--- src/rtl/hazard_ctrl_unit_pkg.sv ---
// hazard_ctrl_unit_pkg: shared defaults, register address type and bypass select encoding
package hazard_ctrl_unit_pkg;
  localparam int DEF_NUM_FWD = 2;
  localparam int DEF_REG_ADDR_W = 5;
  localparam int DEF_MD_CNT_W = 6;
  typedef logic [DEF_REG_ADDR_W-1:0] RegAddrPath;
  localparam int BYP_NONE = 0;
  function automatic int bypStage(input int i);
    return i + 1;
  endfunction
endpackage

--- src/rtl/hazard_ctrl_unit_if.sv ---
// hazard_ctrl_unit_if: Decode/Execute-facing signals of the hazard controller
interface hazard_ctrl_unit_if
  import hazard_ctrl_unit_pkg::*;
#(
  parameter int NUM_FWD = DEF_NUM_FWD,
  parameter int REG_ADDR_W = DEF_REG_ADDR_W,
  parameter int MD_CNT_W = DEF_MD_CNT_W
) ();
  localparam int BYP_W = $clog2(NUM_FWD + 1);
  logic dec_valid;
  logic [REG_ADDR_W-1:0] dec_rs1;
  logic [REG_ADDR_W-1:0] dec_rs2;
  logic dec_rs1_used;
  logic dec_rs2_used;
  logic [REG_ADDR_W-1:0] dec_rd;
  logic dec_rd_we;
  logic dec_is_load;
  logic dec_is_md;
  logic [MD_CNT_W-1:0] dec_md_latency;
  logic br_mispredict;
  logic stall_fetch;
  logic stall_decode;
  logic flush_fetch;
  logic flush_decode;
  logic [BYP_W-1:0] op1_bypass_sel;
  logic [BYP_W-1:0] op2_bypass_sel;
  logic md_busy;
  modport master (
    output dec_valid, dec_rs1, dec_rs2, dec_rs1_used, dec_rs2_used, dec_rd, dec_rd_we,
           dec_is_load, dec_is_md, dec_md_latency, br_mispredict,
    input  stall_fetch, stall_decode, flush_fetch, flush_decode, op1_bypass_sel,
           op2_bypass_sel, md_busy
  );
  modport slave (
    input  dec_valid, dec_rs1, dec_rs2, dec_rs1_used, dec_rs2_used, dec_rd, dec_rd_we,
           dec_is_load, dec_is_md, dec_md_latency, br_mispredict,
    output stall_fetch, stall_decode, flush_fetch, flush_decode, op1_bypass_sel,
           op2_bypass_sel, md_busy
  );
endinterface

--- src/rtl/hazard_ctrl_unit_md_busy_tracker.sv ---
// md_busy_tracker: occupancy counter and hazard detection for the multi-cycle mul/div unit
module md_busy_tracker #(
  parameter int REG_ADDR_W = 5,
  parameter int MD_CNT_W = 6
) (
  input  logic                  clk,
  input  logic                  rst,
  input  logic                  start,
  input  logic [MD_CNT_W-1:0]   latency,
  input  logic                  isMd,
  input  logic [REG_ADDR_W-1:0] rd,
  input  logic                  rdWe,
  input  logic [REG_ADDR_W-1:0] rs1,
  input  logic                  rs1Used,
  input  logic [REG_ADDR_W-1:0] rs2,
  input  logic                  rs2Used,
  output logic                  busy,
  output logic                  hazard
);
  logic [MD_CNT_W-1:0] mdCnt;
  logic [REG_ADDR_W-1:0] mdRd;
  logic mdRdWe;
  logic live;
  // Load the latency on issue, otherwise count down to the writeback cycle (1 -> 0).
  always_ff @(posedge clk or posedge rst)
    if (rst) begin
      mdCnt <= '0;
      mdRd <= '0;
      mdRdWe <= 1'b0;
    end else if (start) begin
      mdCnt <= latency;
      mdRd <= rd;
      mdRdWe <= rdWe;
    end else if (mdCnt != '0) mdCnt <= mdCnt - MD_CNT_W'(1);
  // A busy unit blocks another md op, readers of its pending result and later writers of the same register.
  always_comb begin
    busy = mdCnt != '0;
    live = mdRdWe && mdRd != '0;
    hazard = busy && (isMd || (live && ((rs1Used && rs1 == mdRd) || (rs2Used && rs2 == mdRd) || (rdWe && rd == mdRd))));
  end
endmodule

--- src/rtl/hazard_ctrl_unit.sv ---
// hazard_ctrl_unit: bypass selection, load-use and mul/div stalls, and mispredict flush for Decode
module hazard_ctrl_unit
  import hazard_ctrl_unit_pkg::*;
#(
  parameter int NUM_FWD = DEF_NUM_FWD,
  parameter int REG_ADDR_W = DEF_REG_ADDR_W,
  parameter int MD_CNT_W = DEF_MD_CNT_W
) (
  input logic clk,
  input logic rst,
  hazard_ctrl_unit_if.slave bus
);
  localparam int BYP_W = $clog2(NUM_FWD + 1);
  typedef struct packed {
    logic valid;
    logic [REG_ADDR_W-1:0] rd;
    logic isLoad;
  } HazardEntry;
  HazardEntry [NUM_FWD-1:0] entries;
  HazardEntry newEntry;
  logic dispatch, loadUse, mdHazard, mdBusy, stall;
  function automatic logic [BYP_W-1:0] bypassFor(input logic used, input logic [REG_ADDR_W-1:0] rs,
                                                 input HazardEntry [NUM_FWD-1:0] e);
    logic [BYP_W-1:0] sel;
    sel = BYP_W'(BYP_NONE);
    for (int i = NUM_FWD - 1; i >= 0; i--)
      if (used && rs != '0 && e[i].valid && e[i].rd == rs) sel = BYP_W'(bypStage(i));
    return sel;
  endfunction
  md_busy_tracker #(.REG_ADDR_W(REG_ADDR_W), .MD_CNT_W(MD_CNT_W)) mdTracker (
    .clk(clk),
    .rst(rst),
    .start(dispatch && bus.dec_is_md),
    .latency(bus.dec_md_latency),
    .isMd(bus.dec_is_md),
    .rd(bus.dec_rd),
    .rdWe(bus.dec_rd_we),
    .rs1(bus.dec_rs1),
    .rs1Used(bus.dec_rs1_used),
    .rs2(bus.dec_rs2),
    .rs2Used(bus.dec_rs2_used),
    .busy(mdBusy),
    .hazard(mdHazard)
  );
  // Stall/dispatch decision; a mispredict overrides any stall and kills the Decode instruction.
  always_comb begin
    loadUse = entries[0].valid && entries[0].isLoad &&
              ((bus.dec_rs1_used && bus.dec_rs1 == entries[0].rd) || (bus.dec_rs2_used && bus.dec_rs2 == entries[0].rd));
    stall = bus.dec_valid && (loadUse || mdHazard) && !bus.br_mispredict;
    dispatch = bus.dec_valid && !stall && !bus.br_mispredict;
    newEntry = '{valid: dispatch && bus.dec_rd_we && bus.dec_rd != '0 && !bus.dec_is_md,
                 rd: bus.dec_rd, isLoad: bus.dec_is_load};
  end
  // Age in-flight destinations one stage per cycle; the oldest falls off into the write-through regfile.
  always_ff @(posedge clk or posedge rst)
    if (rst) entries <= '0;
    else begin
      for (int i = NUM_FWD - 1; i > 0; i--) entries[i] <= entries[i-1];
      entries[0] <= newEntry;
    end
  // Drive control and per-operand youngest-match bypass selects.
  always_comb begin
    bus.stall_fetch = stall;
    bus.stall_decode = stall;
    bus.flush_fetch = bus.br_mispredict;
    bus.flush_decode = bus.br_mispredict;
    bus.md_busy = mdBusy;
    bus.op1_bypass_sel = bypassFor(bus.dec_rs1_used, bus.dec_rs1, entries);
    bus.op2_bypass_sel = bypassFor(bus.dec_rs2_used, bus.dec_rs2, entries);
  end
endmodule

--- src/flat_wrapper.sv ---
// flat-port wrapper written by rule: the top's interface ports become plain ports
module hazard_ctrl_unit_flat import hazard_ctrl_unit_pkg::*;
#(
  parameter int NUM_FWD = DEF_NUM_FWD,
  parameter int REG_ADDR_W = DEF_REG_ADDR_W,
  parameter int MD_CNT_W = DEF_MD_CNT_W
)
  (clk, rst, bus_dec_valid, bus_dec_rs1, bus_dec_rs2, bus_dec_rs1_used, bus_dec_rs2_used, bus_dec_rd, bus_dec_rd_we, bus_dec_is_load, bus_dec_is_md, bus_dec_md_latency, bus_br_mispredict, bus_stall_fetch, bus_stall_decode, bus_flush_fetch, bus_flush_decode, bus_op1_bypass_sel, bus_op2_bypass_sel, bus_md_busy);
  hazard_ctrl_unit_if #(.NUM_FWD(NUM_FWD), .REG_ADDR_W(REG_ADDR_W), .MD_CNT_W(MD_CNT_W)) bus_i ();
  input logic clk;
  input logic rst;
  input wire logic [$bits(bus_i.dec_valid)-1:0] bus_dec_valid;
  input wire logic [$bits(bus_i.dec_rs1)-1:0] bus_dec_rs1;
  input wire logic [$bits(bus_i.dec_rs2)-1:0] bus_dec_rs2;
  input wire logic [$bits(bus_i.dec_rs1_used)-1:0] bus_dec_rs1_used;
  input wire logic [$bits(bus_i.dec_rs2_used)-1:0] bus_dec_rs2_used;
  input wire logic [$bits(bus_i.dec_rd)-1:0] bus_dec_rd;
  input wire logic [$bits(bus_i.dec_rd_we)-1:0] bus_dec_rd_we;
  input wire logic [$bits(bus_i.dec_is_load)-1:0] bus_dec_is_load;
  input wire logic [$bits(bus_i.dec_is_md)-1:0] bus_dec_is_md;
  input wire logic [$bits(bus_i.dec_md_latency)-1:0] bus_dec_md_latency;
  input wire logic [$bits(bus_i.br_mispredict)-1:0] bus_br_mispredict;
  output wire logic [$bits(bus_i.stall_fetch)-1:0] bus_stall_fetch;
  output wire logic [$bits(bus_i.stall_decode)-1:0] bus_stall_decode;
  output wire logic [$bits(bus_i.flush_fetch)-1:0] bus_flush_fetch;
  output wire logic [$bits(bus_i.flush_decode)-1:0] bus_flush_decode;
  output wire logic [$bits(bus_i.op1_bypass_sel)-1:0] bus_op1_bypass_sel;
  output wire logic [$bits(bus_i.op2_bypass_sel)-1:0] bus_op2_bypass_sel;
  output wire logic [$bits(bus_i.md_busy)-1:0] bus_md_busy;
  assign bus_i.dec_valid = bus_dec_valid;
  assign bus_i.dec_rs1 = bus_dec_rs1;
  assign bus_i.dec_rs2 = bus_dec_rs2;
  assign bus_i.dec_rs1_used = bus_dec_rs1_used;
  assign bus_i.dec_rs2_used = bus_dec_rs2_used;
  assign bus_i.dec_rd = bus_dec_rd;
  assign bus_i.dec_rd_we = bus_dec_rd_we;
  assign bus_i.dec_is_load = bus_dec_is_load;
  assign bus_i.dec_is_md = bus_dec_is_md;
  assign bus_i.dec_md_latency = bus_dec_md_latency;
  assign bus_i.br_mispredict = bus_br_mispredict;
  assign bus_stall_fetch = bus_i.stall_fetch;
  assign bus_stall_decode = bus_i.stall_decode;
  assign bus_flush_fetch = bus_i.flush_fetch;
  assign bus_flush_decode = bus_i.flush_decode;
  assign bus_op1_bypass_sel = bus_i.op1_bypass_sel;
  assign bus_op2_bypass_sel = bus_i.op2_bypass_sel;
  assign bus_md_busy = bus_i.md_busy;
  hazard_ctrl_unit #(.NUM_FWD(NUM_FWD), .REG_ADDR_W(REG_ADDR_W), .MD_CNT_W(MD_CNT_W)) u_core (.clk(clk), .rst(rst), .bus(bus_i));
endmodule
--- config.mk ---
export PLATFORM = sky130hd
export DESIGN_NAME = hazard_ctrl_unit_flat
export DESIGN_NICKNAME = d
export VERILOG_FILES = /design/src/rtl/hazard_ctrl_unit_pkg.sv /design/src/rtl/hazard_ctrl_unit_if.sv /design/src/rtl/hazard_ctrl_unit_md_busy_tracker.sv /design/src/rtl/hazard_ctrl_unit.sv /design/src/flat_wrapper.sv
export SDC_FILE = /design/constraint.sdc
export NUM_CORES = 1
export LEC_CHECK = 0
export BUFFER_PORTS_ARGS = -buffer_cell sky130_fd_sc_hd__buf_2
export CAP_MARGIN = 30
export CORE_ASPECT_RATIO = 1.5
export CORE_UTILIZATION = 52
export CTS_CLUSTER_SIZE = 30
export DETAILED_ROUTE_END_ITERATION = 12
export GPL_TIMING_DRIVEN = 0
export PLACE_DENSITY = 0.76
export REMOVE_ABC_BUFFERS = 1
export SLEW_MARGIN = 20
export SYNTH_ARGS = -nofsm -noshare
export SYNTH_HDL_FRONTEND = slang
export SYNTH_SLANG_ARGS = --single-unit
--- constraint.sdc ---
create_clock -name clk -period 2.3 [get_ports clk]
set_input_delay 0.115 -clock clk [delete_from_list [all_inputs] [get_ports clk]]
set_output_delay 0.115 -clock clk [all_outputs]
set_load 0.03 [all_outputs]
==> flow_summary.toml <==
[yosys]
avgSynthCellArea_um2 = 10.03
seq_area_frac_synth_pct = 41.05
ys_types = 35
async_reset_ff_share_pct = 100.0
yosys.area.top_type = "dfrtp_1"
synthFlopType = "dfrtp_1"
syn_area_um2 = 1524
synth_cells = 152
synth.top_cells.by_area = "dfrtp_1 41%, xor2_1 13%, xnor2_1 8.6%, mux2_2 4.4%, nand2_1 2.5%"
yosys_register_bits = 25
synth_edf_count = 0
yosysWarnings = 0
yosysTopAreaCellShare_pct = 41.05

[power_and_ir_drop]
switching_share_pct = 26.03
leakagePower_nw = 0.8604
p_clk_share_pct = 30.3
combPwrFrac_pct = 16.0
peakVddDrop_uv = 478.0
pwr-share-seq_pct = 53.7
p_switching_w = 0.0002237
internal_power_w = 0.0006357
p_per_area_nw_per_um2 = 464.4

[placed_design]
place_ws_ns = 0.4063
gp_congestion = 0.7988
placed_area_um2 = 1738
portBuffers = 38
dp.cells = 224
hpwl_um = 2831

[clock_network]
post_cts_buffers = 0
path_clk_slew_ns = 0.09
htree_levels = 1
cts_buffer_depth = 2
cts_buffers = 3
clock_latency_ns = 0.27
cts_tree = "done"
cts_sinks = 25
cts.repair.resized = 0
cts-root-buf = "clkbuf_8"

[sta]
whs_ns = 0.00005250
finalSetupViolations = 0
clock.fmax_ghz = 0.4580
tns_ns = 0
grt_setup_unrepaired = "yes"
max_slew_margin_pct = 69.49
setup_slack_ns = 0.1168
fin_skew_ns = 0.007113
hold_violations = 0
tightest_slew_ns = 0.4543
period_needed_ns = 2.183
finalMaxSlewViolations = 0
period_share_pct = 94.92

[finish]
final_area_um2 = 1851
drive_above_1_share_pct = 27.55
seq_area_um2 = 625.6
syn_to_final_growth_pct = 21.43
final_cell_mix = "38 x buf_2, 25 x dfrtp_1, 22 x xor2_1"
final_common_cell = "buf_2"
diodes = 0
final_nets = 228
fillers = 237
stdcell_count = 233
multi_input_area_um2 = 845.8

[setup_path]
endpoint_kind = "output port"
max_stage_delay_ns = 0.46
crit_chain = "xor2_1 -> nor4_1 -> and3_1 -> a311oi_1 -> o31ai_1 -> buf_2"
arrival_ns = 2.07
required_ns = 2.18
timing.rr.start = "u_core.entries[5]"
crit_path_max_fanout = 5
path_class = "flop to output port"
rrSetupSlack_ns = 0.35
cp-start-kind = "flop"
worstSetupStartpoint = "u_core.mdTracker.mdRd[0]"
slowest_stage = "dfrtp_1"

[floorplan]
io_pins = 39
initial_utilization_pct = 55.74
core_um2 = 2734
die-area_um2 = 3155
rows = 23
die_w_um = 46.20
fp.dieH_um = 68.30

[worst_hold_path]
hp-class = "input port to flop"
min-delay-start = "bus_dec_rd[3]"

[routing]
via_per_inst = 5.665
remaining_drc_errors = 0
via_count = 1320
routed_wl_um = 3591
drtAntennaViolNets = 0
first_pass_iters = 4
drt-wirelength-per-cell_um = 15.41
drtIter0Drc = 32

[outcome]
status = "complete, no violations"

[grt]
grt_max_degree = 26
grt_pass1_wl_um = 5740
grt_pass1_vias = 1326
grtUsageTotal_pct = 25.91
grt_overflow_total = 0
antenna_found_initial = 0

[run]
cap_violations = 0
==> routing by layer <==
metal | vias to the layer above | wire, um | global-route usage, %
met4 | 0 | 107 | 13.97
met1 | 641 | 1315 | 25.38
met3 | 12 | 132 | 4.749
li1 | 623 | - | -
met5 | - | 0 | 0
met2 | 44 | 2036 | 48.59
==> metrics by stage <==
stage | total power [W] | util (%)
2_1_floorplan | 0.0005295 | -
3_3_place_gp | 0.0005887 | 63.57
3_5_place_dp | 0.0005945 | 63.57
4_1_cts | 0.0008542 | 66.32
5_1_grt | 0.0009006 | 67.69
6_report | 0.0008594 | 67.69
==> state kept, by name (all words and copies together), names as in the netlist <==
| register | count |
|---|---|
| u_core.mdTracker.mdRdWe | 1 |
| u_core.mdTracker.mdCnt | 6 |
| u_core.mdTracker.mdRd | 5 |
| u_core.entries | 13 |
==> cells by family after synthesis <==
logic type	count (synthesis)	synth area share [%]
muxes	6	4.433
AOI/OAI and AO/OA	22	9.524
xor gates and xnor gates	37	21.26
and+or+nand+nor	50	19.46
buffers and inverters	11	3.448
DFF	25	41.05
adders and majority gates	1	0.8209
==> what timing repair did <==
item                                    4_1_cts  5_1_grt
hold endpoints to repair                      3        6
hold buffers                                  3        1
endpoints found under the setup margin        0        2
==> worst max-delay path: cells and delay by family (launching register included) <==
| family | cells | cell delay, ns |
|---|---|---|
| XOR/XNOR | 1 | 0.20 |
| AO/OA/AOI/OAI | 2 | 0.38 |
| buffers and inverters | 1 | 0.26 |
| AND/OR/NAND/NOR | 2 | 0.50 |
| flip-flops | 1 | 0.46 |
==> cell usage after synthesis, types with 3 or more instances <==
cell and instances:
nor2_1 8, xor2_1 22, a21oi_1 3, o31ai_1 3
nand2_1 10, buf_4 3, xnor2_1 15, inv_1 8
nor4_1 4, mux2_2 6, o21ai_0 7, nor3_1 6
dfrtp_1 25, nand3_1 6
==> cell type report <==
type	count	share of cell area, %
multi-input combinational	116	45.71
sequential	25	33.81
clock buffer	4	2.434
inverter	8	1.623
timing repair buffer	43	13.93
tap	37	2.502
==> final timing paths <==
kind | to | depth (start not counted)
max in group asynchronous | u_core.entries[10] | 4
min in group asynchronous | u_core.mdTracker.mdRd[4] | 3
max | bus_stall_fetch | 6
min | u_core.entries[4] | 1
min reg2reg | u_core.entries[10] | 0
max reg2reg | u_core.mdTracker.mdRd[2] | 5
==> power groups by stage <==
| stage | registers (W) | clock network [W] | logic, W |
|---|---|---|---|
| detailed placement | 0.000470 | 0 | 0.000125 |
| floorplan | 0.000467 | 0 | 0.0000628 |
| global placement | 0.000469 | 0 | 0.000120 |
| CTS | 0.000461 | 0.000263 | 0.000131 |
| global route | 0.000462 | 0.000288 | 0.000150 |
| finish | 0.000461 | 0.000261 | 0.000138 |
No activity file was read; power rests on OpenSTA's default activity.
